$ cat config.mk
export PLATFORM = sky130hd
export DESIGN_NAME = div_arbiter
export DESIGN_NICKNAME = d
export VERILOG_FILES = /design/src/rtl/div_arbiter_pkg.sv /design/src/rtl/div_arbiter_rr_pick.sv /design/src/rtl/div_arbiter.sv
export SDC_FILE = /design/constraint.sdc
export NUM_CORES = 1
export LEC_CHECK = 0
export CORE_ASPECT_RATIO = 2
export CORE_MARGIN = 4
export CORE_UTILIZATION = 43
export DETAILED_ROUTE_END_ITERATION = 12
export PLACE_DENSITY = 0.86
export SLEW_MARGIN = 5
export SYNTH_ARGS = -nofsm -noshare
export SYNTH_HDL_FRONTEND = slang
export SYNTH_HIERARCHICAL = 1
export SYNTH_SLANG_ARGS = --single-unit
export TNS_END_PERCENT = 5
$ cat constraint.sdc
create_clock -name clk -period 4.05 [get_ports clk]
set_input_delay 0.81 -clock clk [delete_from_list [all_inputs] [get_ports clk]]
set_output_delay 0.81 -clock clk [all_outputs]
set_load 0.005 [all_outputs]
$ cat src/rtl/div_arbiter_pkg.sv
// Shared definitions for the divider arbiter: FSM encoding and default sizing.
package div_arbiter_pkg;

  localparam int NREQ_DEF = 4;
  localparam int TMO_DEF  = 16;

  typedef enum logic [1:0] {
    ST_IDLE  = 2'd0,
    ST_ISSUE = 2'd1,
    ST_WAIT  = 2'd2,
    ST_RESP  = 2'd3
  } state_e;

endpackage

$ cat src/rtl/div_arbiter_rr_pick.sv
// Combinational round-robin picker: first asserted request strictly after last_grant.
module rr_pick
  import div_arbiter_pkg::*;
#(
  parameter int NREQ = NREQ_DEF,
  parameter int IDW  = 2
) (
  input  logic [NREQ-1:0] req,
  input  logic [IDW-1:0]  last_grant,
  output logic [IDW-1:0]  grant,
  output logic            any_valid
);

  int idx;

  // Scan from the farthest offset down so the nearest valid requester wins.
  always_comb begin
    grant     = '0;
    any_valid = 1'b0;
    idx       = 0;
    for (int off = NREQ; off >= 1; off--) begin
      idx = int'(last_grant) + off;
      if (idx >= NREQ) idx = idx - NREQ;
      if (req[IDW'(idx)]) begin
        grant     = IDW'(idx);
        any_valid = 1'b1;
      end
    end
  end

endmodule

$ cat src/rtl/div_arbiter.sv
// Arbitrates NREQ requesters onto one external iterative divider, one transaction at a time,
// with a WAIT-state watchdog and a held response channel.
module div_arbiter
  import div_arbiter_pkg::*;
#(
  parameter int NREQ = NREQ_DEF,
  parameter int TMO  = TMO_DEF,
  localparam int IDW = (NREQ > 1) ? $clog2(NREQ) : 1
) (
  input  logic              clk,
  input  logic              rst_n,
  input  logic [NREQ-1:0]   req_valid,
  input  logic [8*NREQ-1:0] req_dividend,
  input  logic [8*NREQ-1:0] req_divisor,
  output logic [NREQ-1:0]   req_ready,
  output logic              div_start,
  output logic [7:0]        div_dividend,
  output logic [7:0]        div_divisor,
  input  logic              div_busy,
  input  logic              div_done,
  input  logic [7:0]        div_quotient,
  input  logic [7:0]        div_remainder,
  output logic              rsp_valid,
  input  logic              rsp_ready,
  output logic [IDW-1:0]    rsp_id,
  output logic [7:0]        rsp_quotient,
  output logic [7:0]        rsp_remainder,
  output logic              rsp_dbz,
  output logic              rsp_err
);

  localparam int WDW = $clog2(TMO + 1);

  state_e          state_q, state_d;
  logic [IDW-1:0]  last_grant_q, last_grant_d;
  logic [NREQ-1:0] req_ready_q, req_ready_d;
  logic            div_start_q, div_start_d;
  logic [7:0]      dividend_q, dividend_d;
  logic [7:0]      divisor_q, divisor_d;
  logic [IDW-1:0]  id_q, id_d;
  logic [7:0]      quot_q, quot_d;
  logic [7:0]      rem_q, rem_d;
  logic            dbz_q, dbz_d;
  logic            err_q, err_d;
  logic            rsp_valid_q, rsp_valid_d;
  logic [WDW-1:0]  wd_q, wd_d;

  logic [IDW-1:0]  pick_grant;
  logic            pick_any;

  rr_pick #(.NREQ(NREQ), .IDW(IDW)) u_rr_pick (
    .req        (req_valid),
    .last_grant (last_grant_q),
    .grant      (pick_grant),
    .any_valid  (pick_any)
  );

  always_comb begin
    state_d      = state_q;
    last_grant_d = last_grant_q;
    req_ready_d  = '0;
    div_start_d  = 1'b0;
    dividend_d   = dividend_q;
    divisor_d    = divisor_q;
    id_d         = id_q;
    quot_d       = quot_q;
    rem_d        = rem_q;
    dbz_d        = dbz_q;
    err_d        = err_q;
    rsp_valid_d  = rsp_valid_q;
    wd_d         = wd_q;

    case (state_q)
      ST_IDLE: begin
        if (pick_any) begin
          req_ready_d  = NREQ'(1) << pick_grant;
          last_grant_d = pick_grant;
          id_d         = pick_grant;
          dividend_d   = req_dividend[int'(pick_grant)*8 +: 8];
          divisor_d    = req_divisor[int'(pick_grant)*8 +: 8];
          state_d      = ST_ISSUE;
        end
      end
      ST_ISSUE: begin
        if (!div_busy) begin
          div_start_d = 1'b1;
          wd_d        = '0;
          state_d     = ST_WAIT;
        end
      end
      ST_WAIT: begin
        if (div_done) begin
          quot_d      = div_quotient;
          rem_d       = div_remainder;
          dbz_d       = (divisor_q == 8'd0);
          err_d       = 1'b0;
          rsp_valid_d = 1'b1;
          state_d     = ST_RESP;
        end else if (wd_q == WDW'(TMO - 1)) begin
          // Divider never answered: report an error with a zeroed result.
          quot_d      = '0;
          rem_d       = '0;
          dbz_d       = 1'b0;
          err_d       = 1'b1;
          rsp_valid_d = 1'b1;
          state_d     = ST_RESP;
        end else begin
          wd_d = wd_q + WDW'(1);
        end
      end
      ST_RESP: begin
        if (rsp_ready) begin
          rsp_valid_d = 1'b0;
          state_d     = ST_IDLE;
        end
      end
      default: state_d = ST_IDLE;
    endcase
  end

  always_ff @(posedge clk or negedge rst_n) begin
    if (!rst_n) begin
      state_q      <= ST_IDLE;
      last_grant_q <= IDW'(NREQ - 1);
      req_ready_q  <= '0;
      div_start_q  <= 1'b0;
      dividend_q   <= '0;
      divisor_q    <= '0;
      id_q         <= '0;
      quot_q       <= '0;
      rem_q        <= '0;
      dbz_q        <= 1'b0;
      err_q        <= 1'b0;
      rsp_valid_q  <= 1'b0;
      wd_q         <= '0;
    end else begin
      state_q      <= state_d;
      last_grant_q <= last_grant_d;
      req_ready_q  <= req_ready_d;
      div_start_q  <= div_start_d;
      dividend_q   <= dividend_d;
      divisor_q    <= divisor_d;
      id_q         <= id_d;
      quot_q       <= quot_d;
      rem_q        <= rem_d;
      dbz_q        <= dbz_d;
      err_q        <= err_d;
      rsp_valid_q  <= rsp_valid_d;
      wd_q         <= wd_d;
    end
  end

  assign req_ready     = req_ready_q;
  assign div_start     = div_start_q;
  assign div_dividend  = dividend_q;
  assign div_divisor   = divisor_q;
  assign rsp_valid     = rsp_valid_q;
  assign rsp_id        = id_q;
  assign rsp_quotient  = quot_q;
  assign rsp_remainder = rem_q;
  assign rsp_dbz       = dbz_q;
  assign rsp_err       = err_q;

endmodule

Word-level counts from Yosys, hierarchy flattened

Index checks and enable logic that the tools add are counted.

Add/sub/neg operators: 9
Magnitude comparators: 8
Eq/ne operators: 10
Shift-type cells: 3
Muxes and demuxes: 48
Reduce and logical (&&, ||, !) cells: 10

Operators by type and width:

| kind                                                              | number |
|---|---|
| variable part select 32 x 6 -> 8 bit                              | 2 |
| two-way mux 2 bit                                                 | 13 |
| two-way mux 8 bit                                                 | 3 |
| two-way mux 1 bit                                                 | 20 |
| less-than comparator 2 x 4 -> 1 bit, second input constant        | 4 |
| two-way mux 5 bit                                                 | 3 |
| inequality test 2 bit, second input constant                      | 5 |
| case mux 5 bit (2 select lines)                                   | 1 |
| greater-or-equal comparator 3 bit, second input constant          | 3 |
| binary-select mux 1 bit (select 2 bit)                            | 4 |
| zero test 8 bit                                                   | 1 |
| two-way mux 4 bit                                                 | 2 |
| case mux 2 bit (4 select lines)                                   | 1 |
| AND reduction 4 bit                                               | 2 |
| subtractor 2 x 1 -> 2 bit, second input constant                  | 4 |
| adder 2 x 2 -> 3 bit, second input constant                       | 2 |
| nonzero test 2 bit                                                | 3 |
| adder 5 x 1 -> 5 bit, second input constant                       | 1 |
| == test 5 x 4 -> 1 bit, second input constant                     | 1 |
| adder 2 x 3 -> 4 bit, second input constant                       | 1 |
| == test 2 bit, second input constant                              | 2 |
| greater-or-equal comparator 4 x 3 -> 1 bit, second input constant | 1 |
| AND reduction 2 bit                                               | 2 |
| << shifter 1 x 2 -> 4 bit, first input constant                   | 1 |
| other kinds (6)                                                   | 6 |

Register bits after elaboration: 51
Bits of input ports: 89
Output and inout port bits: 42
Word-level logic and storage cells: 101

Longest topological paths before layout

Gate-level depths: netlist (run 1).

Word-level depth: 13
Mapped depth: 7
Depth with buffers taken out: 6

Modules after synthesis

The synthesis (run 1) kept the hierarchy.

Modules (own cells, without submodules):

| module      | instances | cells an instance | area each (um^2) | seq. area each (um^2) |
|---|---|---|---|---|
| div_arbiter | 1         | 174               | 2433.6           | 1278.7 |
| rr_pick     | 1         | 14                | 91.3             | 0.0 |

Least setup slack after synthesis (run 1)

No wires, ideal clock.

Kind: input-to-reg
From: in req_valid[2]
To: reg dividend_q[2] (netlist: div_dividend[2])
Library setup time: 0.125 ns
Arrival time: 2.288 ns
Required time: 3.925 ns
Slack: 1.638 ns
Stages on the path: 6
Buffers on the path: 1
Path through: and2b_1 -> a21oi_2 -> o221ai_2 -> buf_2 -> mux4_2 -> mux2_2

Longest elaborated chain between the ends: 8
Elaborated cells on any way between the ends: 22
Those cells by class: shift: 1; mux: 20; reduce/logical: 1

RTL lines:

| what                                                  | line                      | RTL |
|---|---|---|
| start: declaration                                    | div_arbiter.sv:12         | `input logic [NREQ-1:0] req_valid,` |
| binary-select mux 1 bit (select 2 bit)                | div_arbiter_rr_pick.sv:24 | `if (req[IDW'(idx)]) begin` |
| two-way mux 1 bit (implied by the code) (2 in series) | div_arbiter_rr_pick.sv:24 |  |
| two-way mux 2 bit (3 in series)                       | div_arbiter_rr_pick.sv:24 |  |
| two-way mux 2 bit *                                   | div_arbiter_rr_pick.sv:24 |  |
| net pick_grant[0]                                     | div_arbiter.sv:48         | `logic [IDW-1:0] pick_grant;` |
| variable part select 32 x 6 -> 8 bit *                | div_arbiter.sv:79         | `dividend_d = req_dividend[int'(pick_grant)*8 +: 8];` |
| end signal: assignment                                | div_arbiter.sv:141        | `dividend_q <= dividend_d;` |
| end: declaration                                      | div_arbiter.sv:38         | `logic [7:0] dividend_q, dividend_d;` |

Mark *: on every way through the listed nets, which the timed path passes. The rest lies on a longest branch. The select of a mux whose other input is x is not followed.
A chain may end at the register's enable or synchronous reset.

Worst setup path in the final report (run 1)

From: in req_valid[3]
To: reg divisor_q[1] (netlist: div_divisor[1])

Longest elaborated chain between the ends: 8
Elaborated cells on any way between the ends: 22
Those cells by class: shift: 1; mux: 20; reduce/logical: 1

RTL lines:

| what                                                  | line                      | RTL |
|---|---|---|
| binary-select mux 1 bit (select 2 bit)                | div_arbiter_rr_pick.sv:24 |  |
| two-way mux 1 bit (implied by the code) (2 in series) | div_arbiter_rr_pick.sv:24 |  |
| two-way mux 2 bit (3 in series)                       | div_arbiter_rr_pick.sv:24 |  |
| two-way mux 2 bit *                                   | div_arbiter_rr_pick.sv:24 |  |
| net pick_grant[0]                                     | div_arbiter.sv:48         |  |
| variable part select 32 x 6 -> 8 bit *                | div_arbiter.sv:80         | `divisor_d = req_divisor[int'(pick_grant)*8 +: 8];` |
| end signal: assignment                                | div_arbiter.sv:142        | `divisor_q <= divisor_d;` |
| end: declaration                                      | div_arbiter.sv:39         | `logic [7:0] divisor_q, divisor_d;` |

Marks and branches as above.

==> run metrics, run 1 <==
clk root buf=clkbuf_16; Final setup viols=0; leading area contributor after synthesis=dfrtp_1; #FFs+latches synth=51; met3 Use GR=5.00%; Max Clock Freq=375 MHz; Syn Nets=284; vias in the first global route=2311; total gr overflow=0; reg2reg setup slack=1840 ps; largest net degree at the start of global routing=29; async set or reset register ratio after synthesis=100%; post-synth top area share=about half; GRT Overall Usage=19.4%; CTS Sinks=just over 50; placed cell count=374; Slew @ Worst Pin=between 800 and 900 ps; Reg power frac=32.9%; Pint=1.90 mW; Critical Path RT=4220 ps; die extent in y=around 120 µm; Design Power=2.71 mW; Fin. Hold Viols=0; CTS Buffer Depth=2; R2R Path Start=last_grant_q[1]; router iterations before antenna repair=4; Post-synth top cells=49 x dfrtp_1, 18 x a22o_1, 16 x mux2_2, 16 x mux4_2, 11 x nand2_1; Sw Ratio=about 30%; Psw=801 µW; first-pass GRT wire length=10900 µm; CTS tree=built; io pins=131; vias per cell=5.45; Combinational Power Share=between 40% and 50%; met2 usage=36.7%; flip-flop and latch area=0.00128 mm²; P_leak=1.74 nW; status=finished, final reports clean; RSZ-0062 raised after global routing=no; pwr/cell area=663 mW/mm²; Worst Hold Launch=rsp_id[1]; hpwl dp=5600 µm; WL per Instance=18.2 µm; Initial Utilization=around 44%; critical path arrival=approximately 2800 ps; Slowest-stage cell, CP=mux4_2; number of synthesized flops with an enable pin=0; Port Buffer Count=130; final worst slack=between 1000 and 1500 ps; Mapped Avg Cell Area=13.4 µm²; Min-Delay Path Depth=2; Final Non-Filler Cells=roughly 380; critical path class=in2reg; Syn Inst Count=188; Fillers=409; WL final=between 6000 and 7000 µm; post-route ant nets=0; area of the multi-input gates=~0.0012 mm²; crit-path cells=clkdlybuf4s50_1 > and2b_1 > a21oi_2 > o221ai_2 > buf_4 > mux4_2 > mux2_2; final setup TNS=0 ps; crit start category=input port; CTS Hold Bufs=0; ANT cells=0; pre-CTS setup slack=1070 ps; htree depth=2; gpl congestion=0.844; sequential-to-total area share from yosys stat=50.6%; max-cap violation count=0; Peak VDD IR=590 µV; Synth area leaders=dfrtp_1 49%, mux4_2 14%, mux2_2 7.1%; clk_skew=between 1.5 and 2 ps; Netlist Area Pre-Place=0.00252 mm²; CTS Buf Count=5; final worst path period share=between 60 and 70%; worst-path maximum fanout=13; 1st-iter DRT viols=78; Worst setup EP type=flop; R2R depth=6; Tmin final=around 2700 ps; Nets=416; Critical Path Max Stage Delay=540 ps; count leader, synth=dfrtp_1; Most Used Layer, Global Route=met2; Synth cell types=39; Ys Warns=6; Post-CTS Setup Inserts=0; DIE AREA=0.00724 mm²; HP Class=reg2reg; DIE WIDTH=between 60 and 70 µm; FP Rows=39; via count=between 2000 and 2500; DRC violations left=0; Max Slew Vio Count=0; initial antenna violation count=0; P&R area growth vs syn=61.6%; Top FF cell, synth=dfrtp_1; worst skew pair latency=290 ps; CTS resizes=0; relative slew slack=roughly two fifths; WHS Endpoint=rsp_id[1]; layout cell share with drive strength beyond 1=16.8%; Core ar.=between 0.005 and 0.006 mm²; Min Hold Slack=roughly 470 ps; clock power share=about 20%; reg2reg end=div_divisor[1]; met1 Usage GRT=19.0%; clk slew on worst S/H paths=60 ps
stage by stage:
step           util [%]  area [µm²]
6_report           71.5        4080
2_1_floorplan         -        2520
3_5_place_dp       68.2        3890
4_1_cts            71.5        4080
3_3_place_gp       68.2        3890
5_1_grt            71.5        4080
power by group through the flow:
stage / combinational (mW) / clock (mW) / sequential, mW
after detailed placement: 1.30 / 0 / 0.899
after floorplan: 0.677 / 0 / 0.888
after global placement: 1.26 / 0 / 0.891
final: 1.28 / 0.534 / 0.891
after CTS: 1.30 / 0.547 / 0.894
after global routing: 1.40 / 0.569 / 0.920
worst max-delay path, delay by kind of cell:
family          cells  cell delay (ps)
buf+inv             2              810
mux                 2              820
compound gates      2              230
simple gates        1              170
cell type report:
cell class,instances,share of cell area (%)
multi-input cells,121,28.9
clock inverters,2,1.47
inverters,6,0.552
well taps,61,1.87
repair buffers,135,32.7
clock buffers,6,3.16
flip-flops and latches,51,31.3
metal layers:
metal / wire length, µm / vias up
met5: 0 / -
met4: 286 / 0
met3: 412 / 16
met2: 3930 / 81
met1: 2320 / 1014
li1: - / 972
worst max path at each step:
| stage | from | to | slack [ps] | cells after the start |
|---|---|---|---|---|
| floorplan | req_valid[2] | div_dividend[2] | 1640 | 6 |
| global placement | req_valid[3] | div_dividend[4] | 1140 | 7 |
| detailed placement | req_valid[3] | div_dividend[2] | 1070 | 7 |
| CTS | req_valid[3] | div_divisor[1] | 1370 | 7 |
| global route | req_valid[3] | div_divisor[1] | 1300 | 7 |
| finish | req_valid[3] | div_divisor[1] | 1380 | 7 |
kinds of logic after synthesis:
kind of cell / share of synthesized area [%]
DFF: 50.6
and+or+nand+nor: 9.42
muxes: 22.8
AOI/OAI and AO/OA: 11.0
buffers and inverters: 2.73
adders and majority gates: 3.47
state kept, by name, summed over array words and instances, names as in the netlist, 2 cells and up:
signal	count
div_dividend	8
rsp_id	2
state_q	2
wd_q	5
req_ready	4
rsp_remainder	8
div_divisor	8
last_grant_q	2
rsp_quotient	8
placed cells by master, fill, tap and decap left out, drive strengths merged, types with 2 or more instances in the layout:
| master | synthesis | routed |
|---|---|---|
| bufinv | 0 | 2 |
| buf | 9 | 6 |
| ha | 7 | 7 |
| dfrtp | 49 | 49 |
| nor4 | 2 | 2 |
| o31ai | 2 | 2 |
| mux4 | 16 | 16 |
| dfstp | 2 | 2 |
| and2 | 2 | 2 |
| nor2 | 9 | 9 |
| clkdlybuf4s50 | 0 | 129 |
| a22o | 18 | 18 |
| nor3 | 3 | 3 |
| clkbuf | 1 | 6 |
| mux2i | 2 | 2 |
| a21oi | 5 | 5 |
| mux2 | 17 | 17 |
| nand2 | 11 | 11 |
| inv | 6 | 6 |
| nor2b | 4 | 4 |
| nand3 | 4 | 4 |
| nand2b | 4 | 4 |
(Power assumes the default switching activity.)
==> run 2, diff against run 1 <==
CORE_UTILIZATION = 40   (was 43)
PLACE_DENSITY = 0.81   (was 0.86)
clock period = 2.6 ns   (was 4.05 ns; I/O delays follow)
==> run 2 against run 1 <==
Effect of this change: clock skew grew 4.5 ps; highest routed layer unchanged; power grew 52%; via count grew 0.53%; non-clock buffer count grew 2.
==> run metrics, run 2 (synthesis results as in run 1) <==
status=finished, final reports clean; vias in the first global route=2355; FP Rows=40; Nets=418; via count=2094; DIE AREA=around 0.0077 mm²; max-cap violation count=0; placed cell count=399; clk_skew=roughly 6.4 ps; Final setup viols=0; worst-path maximum fanout=17; 1st-iter DRT viols=73; clk root buf=clkbuf_16; P&R area growth vs syn=63.8%; clk slew on worst S/H paths=70 ps; io pins=131; first-pass GRT wire length=11300 µm; HP Class=in2async; largest net degree at the start of global routing=52; Initial Utilization=41.7%; pwr/cell area=994 mW/mm²; Max Clock Freq=428 MHz; Peak VDD IR=519 µV; Port Buffer Count=130; Fin. Hold Viols=0; router iterations before antenna repair=4; relative slew slack=18.8%; vias per cell=between 5 and 6; gpl congestion=0.761; Post-CTS Setup Inserts=0; CTS Hold Bufs=0; WL per Instance=~17 µm; Design Power=4.11 mW; RSZ-0062 raised after global routing=no; CTS Buf Count=5; Fillers=between 400 and 500; DRC violations left=0; critical path arrival=between 2000 and 3000 ps; area of the multi-input gates=0.00118 mm²; Critical Path RT=2830 ps; Slew @ Worst Pin=1210 ps; Min Hold Slack=213 ps; P_leak=1.75 nW; GRT Overall Usage=roughly a fifth; final worst path period share=89.8%; CTS resizes=0; htree depth=2; CTS Buffer Depth=2; flip-flop and latch area=0.00128 mm²; DIE WIDTH=64.2 µm; CTS tree=built; hpwl dp=around 5600 µm; worst skew pair latency=about 290 ps; most common cell after layout, fill and taps aside=clkdlybuf4s50_1; die extent in y=120 µm; Max Slew Vio Count=0; Worst setup EP type=flop; Core ar.=0.00606 mm²; critical path class=reg2reg; layout cell share with drive strength beyond 1=approximately 18%; WL final=6980 µm; post-route ant nets=0; most frequent cells in the layout=129 x clkdlybuf4s50_1, 49 x dfrtp_1, 18 x a22o_1; crit start category=flop; Tmin final=2340 ps; CTS Sinks=between 50 and 60; initial antenna violation count=0; ANT cells=0; total gr overflow=0; Final Non-Filler Cells=407
-- run 2: path summary, 6_finish.rpt --
kind	startpoint	endpoint	cells after the start	slack, ps
worst max register to register	wd_q[0]	rsp_quotient[1]	5	260
worst min register to register	rsp_id[1]	rsp_id[1]	2	480
max in group asynchronous	rst_n	last_grant_q[0]	2	2110
min in group clk	rsp_id[1]	rsp_id[1]	2	480
worst min-delay path	rst_n	div_start	2	210
worst max-delay path	wd_q[0]	rsp_quotient[1]	5	260
-- run 2: layer usage --
metal	vias to the layer above	share of wire (%)	GRT usage, %	wire, µm
li1	979	-	-	-
met5	-	0	0	0
met1	1010	34	19.2	2350
met2	88	56	35.1	3930
met4	0	4.5	10.1	315
met3	17	5.5	3.72	381
-- run 2: cell type report --
| class | instances | area share (%) |
|---|---|---|
| clock buffers | 5 | 3.03 |
| flip-flops and latches | 51 | 30.9 |
| repair buffers | 137 | 33.8 |
| well taps | 84 | 2.54 |
| clock inverters | 3 | 0.575 |
| multi-input cells | 121 | 28.6 |
| inverters | 6 | 0.545 |
-- run 2: critical path, stage by stage, from the launching register on --
cell	delay, ps
dfrtp_1	410
ha_1	240
and3_1	190
ha_1	230
o21ai_1	940
a22o_1	260
-- run 2: report_power, final --
part	internal, mW	switching [mW]
Combinational	1.32	0.743
Sequential	1.15	0.230
Clock	0.360	0.297
-- run 2: through the flow --
step / worst slack [ps] / TNS [ps] / utilization (%) / area, µm²
detailed placement: -38.4 / -303 / 65.8 / 3990
global placement: 31.1 / 0 / 65.8 / 3990
finish: 265 / 0 / 68.3 / 4140
CTS: 243 / 0 / 68.3 / 4140
global route: 59.8 / 0 / 68.3 / 4140
floorplan: 478 / 0 / - / 2520
